<file path="src/rtl/sap1_ctrl_pkg.sv">
// rtl/sap1_ctrl_pkg.sv - SAP-1 controller opcodes, T-state indices and control word type
package sap1_ctrl_pkg;

    localparam logic [3:0] OP_LDA = 4'b0000;
    localparam logic [3:0] OP_ADD = 4'b0001;
    localparam logic [3:0] OP_SUB = 4'b0010;
    localparam logic [3:0] OP_OUT = 4'b1110;
    localparam logic [3:0] OP_HLT = 4'b1111;

    localparam int N_TSTATES = 6;

    // Bit index of each T-state inside the one-hot ring
    localparam logic [2:0] T1 = 3'd0;
    localparam logic [2:0] T2 = 3'd1;
    localparam logic [2:0] T3 = 3'd2;
    localparam logic [2:0] T4 = 3'd3;
    localparam logic [2:0] T5 = 3'd4;
    localparam logic [2:0] T6 = 3'd5;

    typedef struct packed {
        logic cp;
        logic ep;
        logic lm;
        logic ce;
        logic li;
        logic ei;
        logic la;
        logic ea;
        logic su;
        logic eu;
        logic lb;
        logic lo;
    } ctrl_word_t;

    // One-hot ring to T-state index; the ring guarantees a single set bit
    function automatic logic [2:0] tstate_idx(input logic [N_TSTATES-1:0] onehot);
        logic [2:0] idx;
        idx = 3'd0;
        for (int i = 0; i < N_TSTATES; i++) begin
            if (onehot[i]) begin
                idx = 3'(i);
            end
        end
        return idx;
    endfunction

endpackage

</file>
<file path="src/rtl/sap1_ring_counter.sv">
// rtl/sap1_ring_counter.sv - one-hot T-state ring with async clear, hold and restart
module sap1_ring_counter #(
    parameter int N = 6
) (
    input  logic         clk_i,
    input  logic         rst_ni,
    input  logic         hold_i,
    input  logic         restart_i,
    output logic [N-1:0] tstate_o
);

    logic [N-1:0] tstate_q;
    logic [N-1:0] tstate_d;

    // Next ring state: hold wins over restart, restart wins over rotation
    always_comb begin
        tstate_d = tstate_q;
        if (hold_i) begin
            tstate_d = tstate_q;
        end else if (restart_i) begin
            tstate_d    = '0;
            tstate_d[0] = 1'b1;
        end else begin
            tstate_d = {tstate_q[N-2:0], tstate_q[N-1]};
        end
    end

    // Ring register, cleared to T1 asynchronously
    always_ff @(posedge clk_i or negedge rst_ni) begin
        if (!rst_ni) begin
            tstate_q <= {{(N-1){1'b0}}, 1'b1};
        end else begin
            tstate_q <= tstate_d;
        end
    end

    assign tstate_o = tstate_q;

endmodule

</file>
<file path="src/rtl/sap1_ctrl_seq.sv">
// rtl/sap1_ctrl_seq.sv - SAP-1 controller-sequencer; SAP1_CTRL_EARLY_EXIT_EN enables variable-length machine cycles
module sap1_ctrl_seq
    import sap1_ctrl_pkg::*;
#(
    parameter int OPCODE_W = 4,
    parameter int T_STATES = 6
) (
    input  logic                CLK,
    input  logic                CLR,
    input  logic [OPCODE_W-1:0] OPCODE,
    output logic                CP,
    output logic                EP,
    output logic                LM,
    output logic                CE,
    output logic                LI,
    output logic                EI,
    output logic                LA,
    output logic                EA,
    output logic                SU,
    output logic                EU,
    output logic                LB,
    output logic                LO,
    output logic                HLT,
    output logic [T_STATES-1:0] TSTATE
);

    if (T_STATES != 6) begin : g_bad_t_states
        $error("sap1_ctrl_seq: T_STATES must be 6");
    end

    logic [T_STATES-1:0] tstate;
    logic [2:0]          t_idx;
    logic                is_lda;
    logic                is_add;
    logic                is_sub;
    logic                is_out;
    logic                is_hlt;
    logic                halt_now;
    logic                halt_q;
    logic                halt_d;
    logic                restart;
    ctrl_word_t          ctrl_dec;
    ctrl_word_t          ctrl;

    assign is_lda = (OPCODE == OP_LDA);
    assign is_add = (OPCODE == OP_ADD);
    assign is_sub = (OPCODE == OP_SUB);
    assign is_out = (OPCODE == OP_OUT);
    assign is_hlt = (OPCODE == OP_HLT);

    // HLT takes effect in T4 itself; the flag then keeps the ring frozen there
    assign halt_now = tstate[T4] & is_hlt;
    assign halt_d   = halt_q | halt_now;

`ifdef SAP1_CTRL_EARLY_EXIT_EN
    logic is_nop;
    assign is_nop  = ~(is_lda | is_add | is_sub | is_out | is_hlt);
    assign restart = (tstate[T5] & is_lda) | (tstate[T4] & (is_out | is_nop));
`else
    assign restart = 1'b0;
`endif

    sap1_ring_counter #(
        .N (T_STATES)
    ) u_ring (
        .clk_i     (CLK),
        .rst_ni    (CLR),
        .hold_i    (halt_d),
        .restart_i (restart),
        .tstate_o  (tstate)
    );

    // Sticky halt flag, only cleared by CLR
    always_ff @(posedge CLK or negedge CLR) begin
        if (!CLR) begin
            halt_q <= 1'b0;
        end else begin
            halt_q <= halt_d;
        end
    end

    assign t_idx = tstate_idx(tstate);

    // Control word decode from T-state and opcode; opcode only matters in T4..T6
    always_comb begin
        ctrl_dec = '0;
        if (!halt_q) begin
            case (t_idx)
                T1: begin
                    ctrl_dec.ep = 1'b1;
                    ctrl_dec.lm = 1'b1;
                end
                T2: begin
                    ctrl_dec.cp = 1'b1;
                end
                T3: begin
                    ctrl_dec.ce = 1'b1;
                    ctrl_dec.li = 1'b1;
                end
                T4: begin
                    if (is_lda | is_add | is_sub) begin
                        ctrl_dec.ei = 1'b1;
                        ctrl_dec.lm = 1'b1;
                    end else if (is_out) begin
                        ctrl_dec.ea = 1'b1;
                        ctrl_dec.lo = 1'b1;
                    end
                end
                T5: begin
                    if (is_lda) begin
                        ctrl_dec.ce = 1'b1;
                        ctrl_dec.la = 1'b1;
                    end else if (is_add | is_sub) begin
                        ctrl_dec.ce = 1'b1;
                        ctrl_dec.lb = 1'b1;
                    end
                end
                T6: begin
                    if (is_add | is_sub) begin
                        ctrl_dec.eu = 1'b1;
                        ctrl_dec.la = 1'b1;
                        ctrl_dec.su = is_sub;
                    end
                end
                default: begin
                    ctrl_dec = '0;
                end
            endcase
        end
    end

    // CLR low overrides the T1 decode so every strobe is dead during reset
    assign ctrl = CLR ? ctrl_dec : '0;

    assign CP     = ctrl.cp;
    assign EP     = ctrl.ep;
    assign LM     = ctrl.lm;
    assign CE     = ctrl.ce;
    assign LI     = ctrl.li;
    assign EI     = ctrl.ei;
    assign LA     = ctrl.la;
    assign EA     = ctrl.ea;
    assign SU     = ctrl.su;
    assign EU     = ctrl.eu;
    assign LB     = ctrl.lb;
    assign LO     = ctrl.lo;
    assign HLT    = CLR & (halt_q | halt_now);
    assign TSTATE = tstate;

endmodule

</file>
<file path="config.mk">
export PLATFORM = sky130hd
export DESIGN_NAME = sap1_ctrl_seq
export DESIGN_NICKNAME = d
export VERILOG_FILES = /design/src/rtl/sap1_ctrl_pkg.sv /design/src/rtl/sap1_ring_counter.sv /design/src/rtl/sap1_ctrl_seq.sv
export SDC_FILE = /design/constraint.sdc
export NUM_CORES = 1
export LEC_CHECK = 0
export CAP_MARGIN = 20
export CORE_AREA = 10 10 47 49
export DETAILED_ROUTE_END_ITERATION = 6
export DIE_AREA = 0 0 57 59
export PLACE_DENSITY_LB_ADDON = 0.05
export SETUP_SLACK_MARGIN = 0.05
export SYNTH_ARGS = -nofsm -noshare
export SYNTH_HDL_FRONTEND = slang
export SYNTH_HIERARCHICAL = 1
export SYNTH_SLANG_ARGS = --single-unit
</file>
<file path="constraint.sdc">
create_clock -name CLK -period 2.4 [get_ports CLK]
set_clock_uncertainty 0.1 [all_clocks]
set_input_delay 0.36 -clock CLK [delete_from_list [all_inputs] [get_ports CLK]]
set_output_delay 0.36 -clock CLK [all_outputs]
set_load 0.005 [all_outputs]
</file>
# --- After elaboration in Yosys (flattened, before gate mapping) ---
# Cells that the tools add are included.
totals:
  output_inout_bits: 19
  wordCells: 44
  inputBits: 6
  regBits: 7
op_classes:
  n_reduce_logical: 2
  mux: 25
  bitwise_logic: 6
  n_eq_ne: 9
ops:
  columns: ["operator", "count"]
  rows:
  - ["12-bit two-way mux", 2]
  - ["1-bit two-way mux", 14]
  - ["3-bit two-way mux", 4]
  - ["4-bit == test (second input constant)", 2]
  - ["3-bit by 2-bit == test with 1-bit output (second input constant)", 2]
  - ["3-bit == test (second input constant)", 2]
  - ["1-bit one-hot mux with 2 select lines", 3]
  - ["4-bit by 1-bit == test with 1-bit output (second input constant)", 1]
  - ["4-bit by 2-bit == test with 1-bit output (second input constant)", 1]
  - ["4-bit zero test", 1]
  - ["2-bit two-way mux", 2]
  - ["1-bit OR", 4]
  - ["3-bit by 1-bit == test with 1-bit output (second input constant)", 1]
  - ["3-bit zero test", 1]
  - ["1-bit bitwise AND", 2]

# --- Depth between registers and ports, before layout ---
# Gate-level depths: netlist of the first run.
logic_depth:
  depth_word: 9
  mapped_depth: 5
  ltp_nobuf: 4

# --- Modules after synthesis ---
# The synthesis of the first run kept the hierarchy.
modules_own_cells:
  columns: ["mod", "area_each_um2", "cells_per_inst", "instances", "seq_area_each_um2"]
  rows:
  - ["sap1_ring_counter", 251.5, 24, 1, 151.4]
  - ["sap1_ctrl_seq", 222.7, 27, 1, 25.0]

# --- Worst setup path after synthesis of the first run ---
# OpenSTA, ideal clock, no wires.
synth_path:
  path_type: "register to output"
  from: "register u_ring.tstate_q[5] (netlist: u_ring/tstate_o[5])"
  to: "output LO"
  path_buffers: 1
  path_stages_with_launch: 4
  arrival_ns: 1.557
  required_ns: 1.940
  slack_ns: 0.383
  cell_sequence: "dfrtp_1 -> or4b_4 -> nor4_1 -> buf_4"
synth_between:
  elab_chain_len: 5
synth_lines:
  columns: ["item", "line", "text"]
  rows:
  - ["from (decl)", "sap1_ring_counter.sv:12", "logic [N-1:0] tstate_q;"]
  - ["from (signal assigned)", "sap1_ring_counter.sv:31", "tstate_q <= {{(N-1){1'b0}}, 1'b1};"]
  - ["from (signal assigned)", "sap1_ring_counter.sv:33", "tstate_q <= tstate_d;"]
  - ["3-bit two-way mux", "sap1_ctrl_pkg.sv:40", "if (onehot[i]) begin"]
  - ["3-bit by 2-bit == test with 1-bit output", "sap1_ctrl_seq.sv:88", "case (t_idx)"]
  - ["1-bit two-way mux", "sap1_ctrl_seq.sv:88", null]
  - ["12-bit two-way mux", "sap1_ctrl_seq.sv:87", "if (!halt_q) begin"]
  - ["12-bit two-way mux", "sap1_ctrl_seq.sv:133", "assign ctrl = CLR ? ctrl_dec : '0;"]
  - ["to (decl)", "sap1_ctrl_seq.sv:22", "output logic LO,"]
# No other way between the ends.

# --- Final worst setup path of the first run ---
layout_path:
  from: "register u_ring.tstate_q[4] (netlist: u_ring/tstate_o[4])"
  to: "output EA"
layout_between:
  elab_chain_len: 6
layout_lines:
  columns: ["item", "line", "text"]
  rows:
  - ["3-bit two-way mux (2 in a row)", "sap1_ctrl_pkg.sv:40", null]
  - ["3-bit by 2-bit == test with 1-bit output", "sap1_ctrl_seq.sv:88", null]
  - ["1-bit two-way mux", "sap1_ctrl_seq.sv:88", null]
  - ["12-bit two-way mux", "sap1_ctrl_seq.sv:87", null]
  - ["12-bit two-way mux", "sap1_ctrl_seq.sv:133", null]
  - ["to (decl)", "sap1_ctrl_seq.sv:18", "output logic EA,"]
# No other way between the ends.

==> results of run 1 <==
[layout make-up]
cell class / count / area [um^2] / share of cell area
multi-input combinational: 46 / 339 / 0.384
timing repair buffer: 35 / 315 / 0.357
sequential: 7 / 178 / 0.201
clock buffer: 4 / 26.3 / 0.0298
tap: 16 / 20.0 / 0.0227
inverter: 1 / 3.75 / 0.00426
[where the power goes]
| part | total (mW) | internal, mW | switching (mW) | leakage [nW] |
|---|---|---|---|---|
| Clock | 0.106 | 0.0634 | 0.0429 | 0.0150 |
| Combinational | 0.184 | 0.108 | 0.0761 | 0.317 |
| Sequential | 0.165 | 0.139 | 0.0263 | 0.0903 |
[sequential cells by signal (all words and copies together), names as in the netlist]
| name | cells |
|---|---|
| u_ring/tstate_o | 6 |
| halt_q | 1 |
[worst reg2reg max path, delay by kind of cell (launching register included)]
kind / cells / cell delay [ns]
DFF: 1 / 0.43
AOI/OAI and AO/OA: 2 / 0.37
buffers and inverters: 1 / 0.21
and+or+nand+nor: 2 / 0.19
[synthesized netlist by cell type (2+ instances only)]
cell and count:
sky130_fd_sc_hd__nor4b_1 2, sky130_fd_sc_hd__nand2b_1 4, sky130_fd_sc_hd__dfrtp_1 6, sky130_fd_sc_hd__o21ai_1 4, sky130_fd_sc_hd__nor2_1 3, sky130_fd_sc_hd__nand2_1 7
[through the flow]
step / hold WS [ns] / instances / util / worst slack (ns)
after floorplan: -0.0356 / 56 / - / 0.383
after global placement: 0.366 / 99 / 0.551 / -0.286
after detailed placement: 0.364 / 99 / 0.551 / -0.306
after CTS: 0.0467 / 104 / 0.597 / 0.0692
after global routing: 0.161 / 109 / 0.629 / -0.00430
final: 0.131 / 109 / 0.629 / 0.0633
[cell usage in the layout (no fill, tap or decap), types with 2 or more instances in the layout]
cell type / n
sky130_fd_sc_hd__nor2_1: 3
sky130_fd_sc_hd__dfrtp_1: 5
sky130_fd_sc_hd__clkdlybuf4s50_1: 11
sky130_fd_sc_hd__conb_1: 6
sky130_fd_sc_hd__nor4b_4: 2
sky130_fd_sc_hd__dlygate4sd2_1: 10
sky130_fd_sc_hd__o21ai_1: 4
sky130_fd_sc_hd__nand2_1: 7
sky130_fd_sc_hd__buf_4: 9
sky130_fd_sc_hd__nand2b_1: 4
sky130_fd_sc_hd__clkbuf_4: 3
sky130_fd_sc_hd__buf_6: 2
[layer usage]
metal / track usage / vias to the layer above / wire (um)
met4: 0.0570 / 0 / 29
met3: 0.0322 / 5 / 106
met2: 0.122 / 20 / 636
met5: 0 / - / 0
li1: - / 258 / -
met1: 0.120 / 230 / 713
[final timing paths]
check | to | startpoint | slack, ns | cells past startpoint
worst max-delay path | EA | u_ring/tstate_o[4] | 0.06 | 4
worst min-delay path | u_ring/tstate_o[3] | CLR | 0.13 | 3
worst max register to register | u_ring/tstate_o[3] | u_ring/tstate_o[3] | 0.99 | 5
worst min register to register | u_ring/tstate_o[0] | u_ring/tstate_o[0] | 0.37 | 2
max in group asynchronous | u_ring/tstate_o[0] | CLR | 1.84 | 3
min in group CLK | u_ring/tstate_o[0] | u_ring/tstate_o[0] | 0.37 | 2
[kinds of logic after synthesis]
| logic type | Yosys count | synth area share |
|---|---|---|
| buf+inv | 3 | 0.0475 |
| flops | 7 | 0.372 |
| other cells | 1 | 0.00791 |
| simple gates | 30 | 0.427 |
| compound gates | 9 | 0.127 |
| xor+xnor | 1 | 0.0185 |
[repair_timing]
item,4_1_cts,5_1_grt
pin swaps,2,1
gates resized for setup,23,3
cloned,0,0
setup buffers,1,5
hold buffers,0,0
setup endpoints to repair,13,8
==> implementation parameters, run 1 <==
Parameter                              Value

Status
  Outcome ... finished clean

Finish
  Layout fillers ... 134
  Share of final-layout standard cells stronger than drive strength 1 ... 0.280
  Antenna Diode Count ... 0
  Area of all placed cells without fillers ... 882 um^2
  Layout net count ... 100
  Syn-to-layout area delta ... 86.0%

Route
  Detailed Routing Iterations Pass 1 ... 4
  Routed via count ... 513
  Count of unresolved DRC violations after routing ... 0
  Via density per instance ... 4.71
  WL per Instance ... 13.6 um
  Total wire length ... 1490 um
  Drt first-iter violations ... 4
  Antenna-violating nets left ... 0

Yosys
  Area share of the largest cell type after synthesis ... 0.317
  Largest cells by area after synthesis ... sky130_fd_sc_hd__dfrtp_1 (32%), sky130_fd_sc_hd__dfstp_2 (5.5%), sky130_fd_sc_hd__nand2_1 (5.5%), sky130_fd_sc_hd__nand2b_1 (5.3%), sky130_fd_sc_hd__o21ai_1 (4.2%)
  Async set or reset register ratio after synthesis ... 1.00
  Count of mapped cells out of synthesis ... 51
  Cell variety after synth ... 31
  Post-synth EDFFs ... 0
  Register bit total from synthesis ... 7
  Prevailing post-synth register cell ... sky130_fd_sc_hd__dfrtp_1
  Post-Syn Area per Cell ... 9.30 um^2
  Count of yosys warnings during synthesis ... 6
  Sequential area share after synthesis ... 0.372
  Cell Area, Synth ... 474 um^2
  Biggest area consumer among synthesized cells ... sky130_fd_sc_hd__dfrtp_1

Critical path
  CP endpoint kind ... primary output
  Highest fanout seen on the critical path ... 3
  Delay contributed by the slowest stage of the critical path ... 0.59 ns
  Category of the critical setup timing path ... flip-flop to primary output
  Cell class contributing the biggest share of worst-path delay ... simple AND/OR/NAND/NOR gates
  Nature of the critical path startpoint ... flip-flop
  CP Data Required Time ... 1.94 ns
  Critical path buffers and inverters ... 2
  Highest-delay cell along the critical path ... sky130_fd_sc_hd__or4b_4
  Data arrival at the endpoint of the critical path ... 1.88 ns
  Worst-path cell chain ... or4b_4, buf_6, nor4_2, dlygate4sd2_1

Timing
  RSZ-0062 raised after global routing ... yes
  Finish-stage setup viols ... 0
  Share of the clock period used by the worst path after layout ... 0.974
  Highest clock frequency the design can meet ... 0.428 GHz
  Total Negative Setup Slacks ... 0 ns
  Post-route minimum period ... 2.34 ns
  Final max-slew violation count ... 0
  Hold violation count in the final report ... 0

Floorplanning
  Initial cell density of the core ... 0.338
  Num rows ... 14
  Area of the core region ... 0.00140 mm^2
  Num ports ... 25
  Die outline width ... 57 um
  Die extent in y ... 59 um
  Die outline area ... 0.00336 mm^2

Clocking
  CTS tree ... built
  Reg clk slew, reported paths ... 0.05 ns
  Master cell of the clock root buffer ... sky130_fd_sc_hd__clkbuf_4
  Clock sinks ... 7
  Total number of H-tree levels ... 1
  Inserted Clock Buffers ... 3
  Number of buffers between clock root and the deepest sink ... 2
  Clock latency at the later pin of the worst-skew pair ... 0.25 ns

Power
  Leakage power of the design ... 0.422 nW
  Peak VDD IR ... 0.358 mV
  Power density of the placed cells ... 516 mW/mm^2
  Total power ... 456 uW

Global routing
  Vias in the first global route ... 510
  Wire length of the first global-routing pass ... 2540 um
  Global-route usage over all layers ... 0.0915
  Antenna violations before repair ... 0
  Maximum number of pins on one net before global-route repair ... 14
  Final global-route overflow total ... 0

Min path
  Path class of the lowest-slack min-delay path ... input port to async pin

Placed design
  Number of buffers inserted by port buffering ... 24
  Placement Cell Area ... 772 um^2
  Gp weighted congestion ... 0.729
  Detail Placement HPWL ... 1060 um

Flow run
  Max Cap Violations ... 0
Note: power is estimated with default switching activity, not from simulation.
==> inputs of run 2 (changes only) <==
--- a/config.mk
+++ b/config.mk
@@ -10,6 +10,7 @@
 export DETAILED_ROUTE_END_ITERATION = 6
 export DIE_AREA = 0 0 57 59
 export PLACE_DENSITY_LB_ADDON = 0.05
+export RECOVER_POWER = 100
 export SETUP_SLACK_MARGIN = 0.05
 export SYNTH_ARGS = -nofsm -noshare
 export SYNTH_HDL_FRONTEND = slang
==> implementation parameters, run 2 (synthesis results as in run 1) <==
Parameter                              Value

Status
  Outcome ... finished clean

Placed design
  Setup Slack @ Placement ... -0.306 ns (unchanged)
  Detail Placement HPWL ... 1060 um (unchanged)
  Number of buffers inserted by port buffering ... 24 (unchanged)
  Gp weighted congestion ... 0.729 (unchanged)

Finish
  Layout net count ... 100 (unchanged)
  Antenna Diode Count ... 0 (unchanged)
  Layout fillers ... 140 (+4.5%)
  Commonest cells after routing, fill and taps aside ... sky130_fd_sc_hd__dlygate4sd2_1 (11), sky130_fd_sc_hd__nand2_1 (7), sky130_fd_sc_hd__clkdlybuf4s50_1 (6), sky130_fd_sc_hd__buf_4 (6), sky130_fd_sc_hd__conb_1 (6)
  Number of flip-flops in the largest register ... 6 (unchanged)
  Syn-to-layout area delta ... 81.8%
  Most common library cell in the layout ignoring fill and taps ... sky130_fd_sc_hd__dlygate4sd2_1
  Share of final-layout standard cells stronger than drive strength 1 ... 0.226 (-0.0538)

Global routing
  Highest-utilization routing layer at the global route stage ... met2
  Vias in the first global route ... 510 (unchanged)
  Wire length of the first global-routing pass ... 2540 um (unchanged)
  Global-route usage over all layers ... 0.0915 (unchanged)
  Met2 track utilization from global routing ... 0.122 (unchanged)
  Maximum number of pins on one net before global-route repair ... 14 (unchanged)
  Met1 Resource Use GR ... 0.120 (unchanged)
  Antenna violations before repair ... 0 (unchanged)
  Final global-route overflow total ... 0 (unchanged)
  Met3 demand-to-capacity share in global routing ... 0.0322 (unchanged)

Clocking
  Inserted Clock Buffers ... 3 (unchanged)
  Reg clk slew, reported paths ... 0.05 ns (about the same)
  Clock sinks ... 7 (unchanged)
  Number of buffers between clock root and the deepest sink ... 2 (unchanged)
  CTS tree ... built
  Total number of H-tree levels ... 1 (unchanged)
  Master cell of the clock root buffer ... sky130_fd_sc_hd__clkbuf_4
  Number of hold-repair buffers added at the cts stage ... 0 (unchanged)
  Clock latency at the later pin of the worst-skew pair ... 0.25 ns (about the same)

Critical path
  CP Data Required Time ... 1.94 ns (about the same)
  FF-to-FF path depth ... 5 (unchanged)
  CP endpoint kind ... primary output
  Register-to-Register Setup Slack ... 0.78 ns (-0.21 ns)
  Highest-delay cell along the critical path ... sky130_fd_sc_hd__or4b_4
  Data arrival at the endpoint of the critical path ... 1.88 ns (about the same)
  Startpoint of the most critical setup path ... u_ring/tstate_o[4]
  Critical register-to-register path endpoint ... u_ring/tstate_o[3]
  Nature of the critical path startpoint ... flip-flop
  Critical path buffers and inverters ... 2 (unchanged)
  FF-to-FF Start ... u_ring/tstate_o[3]
  Highest fanout seen on the critical path ... 3 (unchanged)
  Worst-path cell chain ... or4b_4, buf_6, nor4_2, dlygate4sd2_1
  Delay contributed by the slowest stage of the critical path ... 0.59 ns (about the same)
  Category of the critical setup timing path ... flip-flop to primary output
  Cell class contributing the biggest share of worst-path delay ... simple AND/OR/NAND/NOR gates

Floorplanning
  Die extent in y ... 59 um (unchanged)
  Num ports ... 25 (unchanged)
  Num rows ... 14 (unchanged)
  Area of the core region ... 0.00140 mm^2 (unchanged)
  Initial cell density of the core ... 0.338 (unchanged)
  Die outline area ... 0.00336 mm^2 (unchanged)
  Die outline width ... 57 um (unchanged)

Timing
  Post-route setup slack ... 0.0633 ns (+0.0000147 ns)
  Highest clock frequency the design can meet ... 0.428 GHz (about the same)
  RSZ-0062 raised after global routing ... yes
  Share of the clock period used by the worst path after layout ... 0.974 (about the same)
  Finish-stage setup viols ... 0 (unchanged)
  Total Negative Setup Slacks ... 0 ns (unchanged)
  Final max-slew violation count ... 0 (unchanged)
  Hold violation count in the final report ... 0 (unchanged)
  Post-route minimum period ... 2.34 ns (-0.0000147 ns)

Route
  Drt first-iter violations ... 7 (+3)
  Via density per instance ... 4.71 (unchanged)
  Routed via count ... 513 (unchanged)
  Count of unresolved DRC violations after routing ... 0 (unchanged)
  WL per Instance ... 13.7 um (+0.61%)
  Antenna-violating nets left ... 0 (unchanged)
  Detailed Routing Iterations Pass 1 ... 3 (-1)
  Total wire length ... 1490 um (+0.61%)

Flow run
  Max Cap Violations ... 0 (unchanged)

Power
  Leakage power of the design ... 0.397 nW (-6.0%)
  Peak VDD IR ... 0.346 mV (-3.3%)
  Power density of the placed cells ... 512 mW/mm^2 (-0.90%)
  Total power ... 441 uW (-3.1%)

Min path
  Path class of the lowest-slack min-delay path ... input port to async pin
[run 2: per-layer routing]
layer / vias to the layer above / routed length (um)
met5: - / 0
met4: 0 / 29
met3: 5 / 109
met2: 20 / 644
met1: 230 / 712
li1: 258 / -
[run 2: worst max-delay path by stage]
stage / end / slack (ns) / cells after the start
after floorplan: LO / 0.38 / 3
after global placement: CE / -0.29 / 5
after detailed placement: CE / -0.31 / 5
after CTS: EA / 0.07 / 4
after global routing: EA / -0.004 / 4
final: EA / 0.06 / 4
[run 2: stage by stage]
step           instance area (um^2)  utilization  hold WS, ns  std cells
5_1_grt                         862        0.615        0.161        109
4_1_cts                         837        0.597       0.0467        104
2_1_floorplan                   493            -      -0.0356         56
3_5_place_dp                    772        0.551        0.364         99
6_report                        862        0.615        0.129        109
3_3_place_gp                    772        0.551        0.366         99
[run 2: report_power, final]
part	total [mW]	switching, mW	internal [mW]
clock	0.106	0.0430	0.0634
sequential	0.164	0.0258	0.139
combinational	0.170	0.0738	0.0967
[run 2: worst reg2reg max path, stage by stage (launching register included)]
cell and delay, ns:
sky130_fd_sc_hd__dfrtp_2 0.43, sky130_fd_sc_hd__nand3_1 0.14, sky130_fd_sc_hd__o21bai_1 0.18, sky130_fd_sc_hd__clkbuf_1 0.39, sky130_fd_sc_hd__nor2_1 0.07, sky130_fd_sc_hd__a22o_1 0.20
[run 2: what timing repair did]
item / CTS / global route
buffers inserted: 1 / 5
endpoints found under the setup margin: 13 / 8
gates resized for setup: 23 / 3
pin swaps: 2 / 1
[run 2: cell type report]
type / instances / area (um^2) / area share
clock buffer: 4 / 26.3 / 0.0305
inverter: 1 / 3.75 / 0.00435
multi-input combinational: 46 / 335 / 0.389
sequential: 7 / 178 / 0.206
tap: 16 / 20.0 / 0.0232
timing repair buffer: 35 / 299 / 0.347
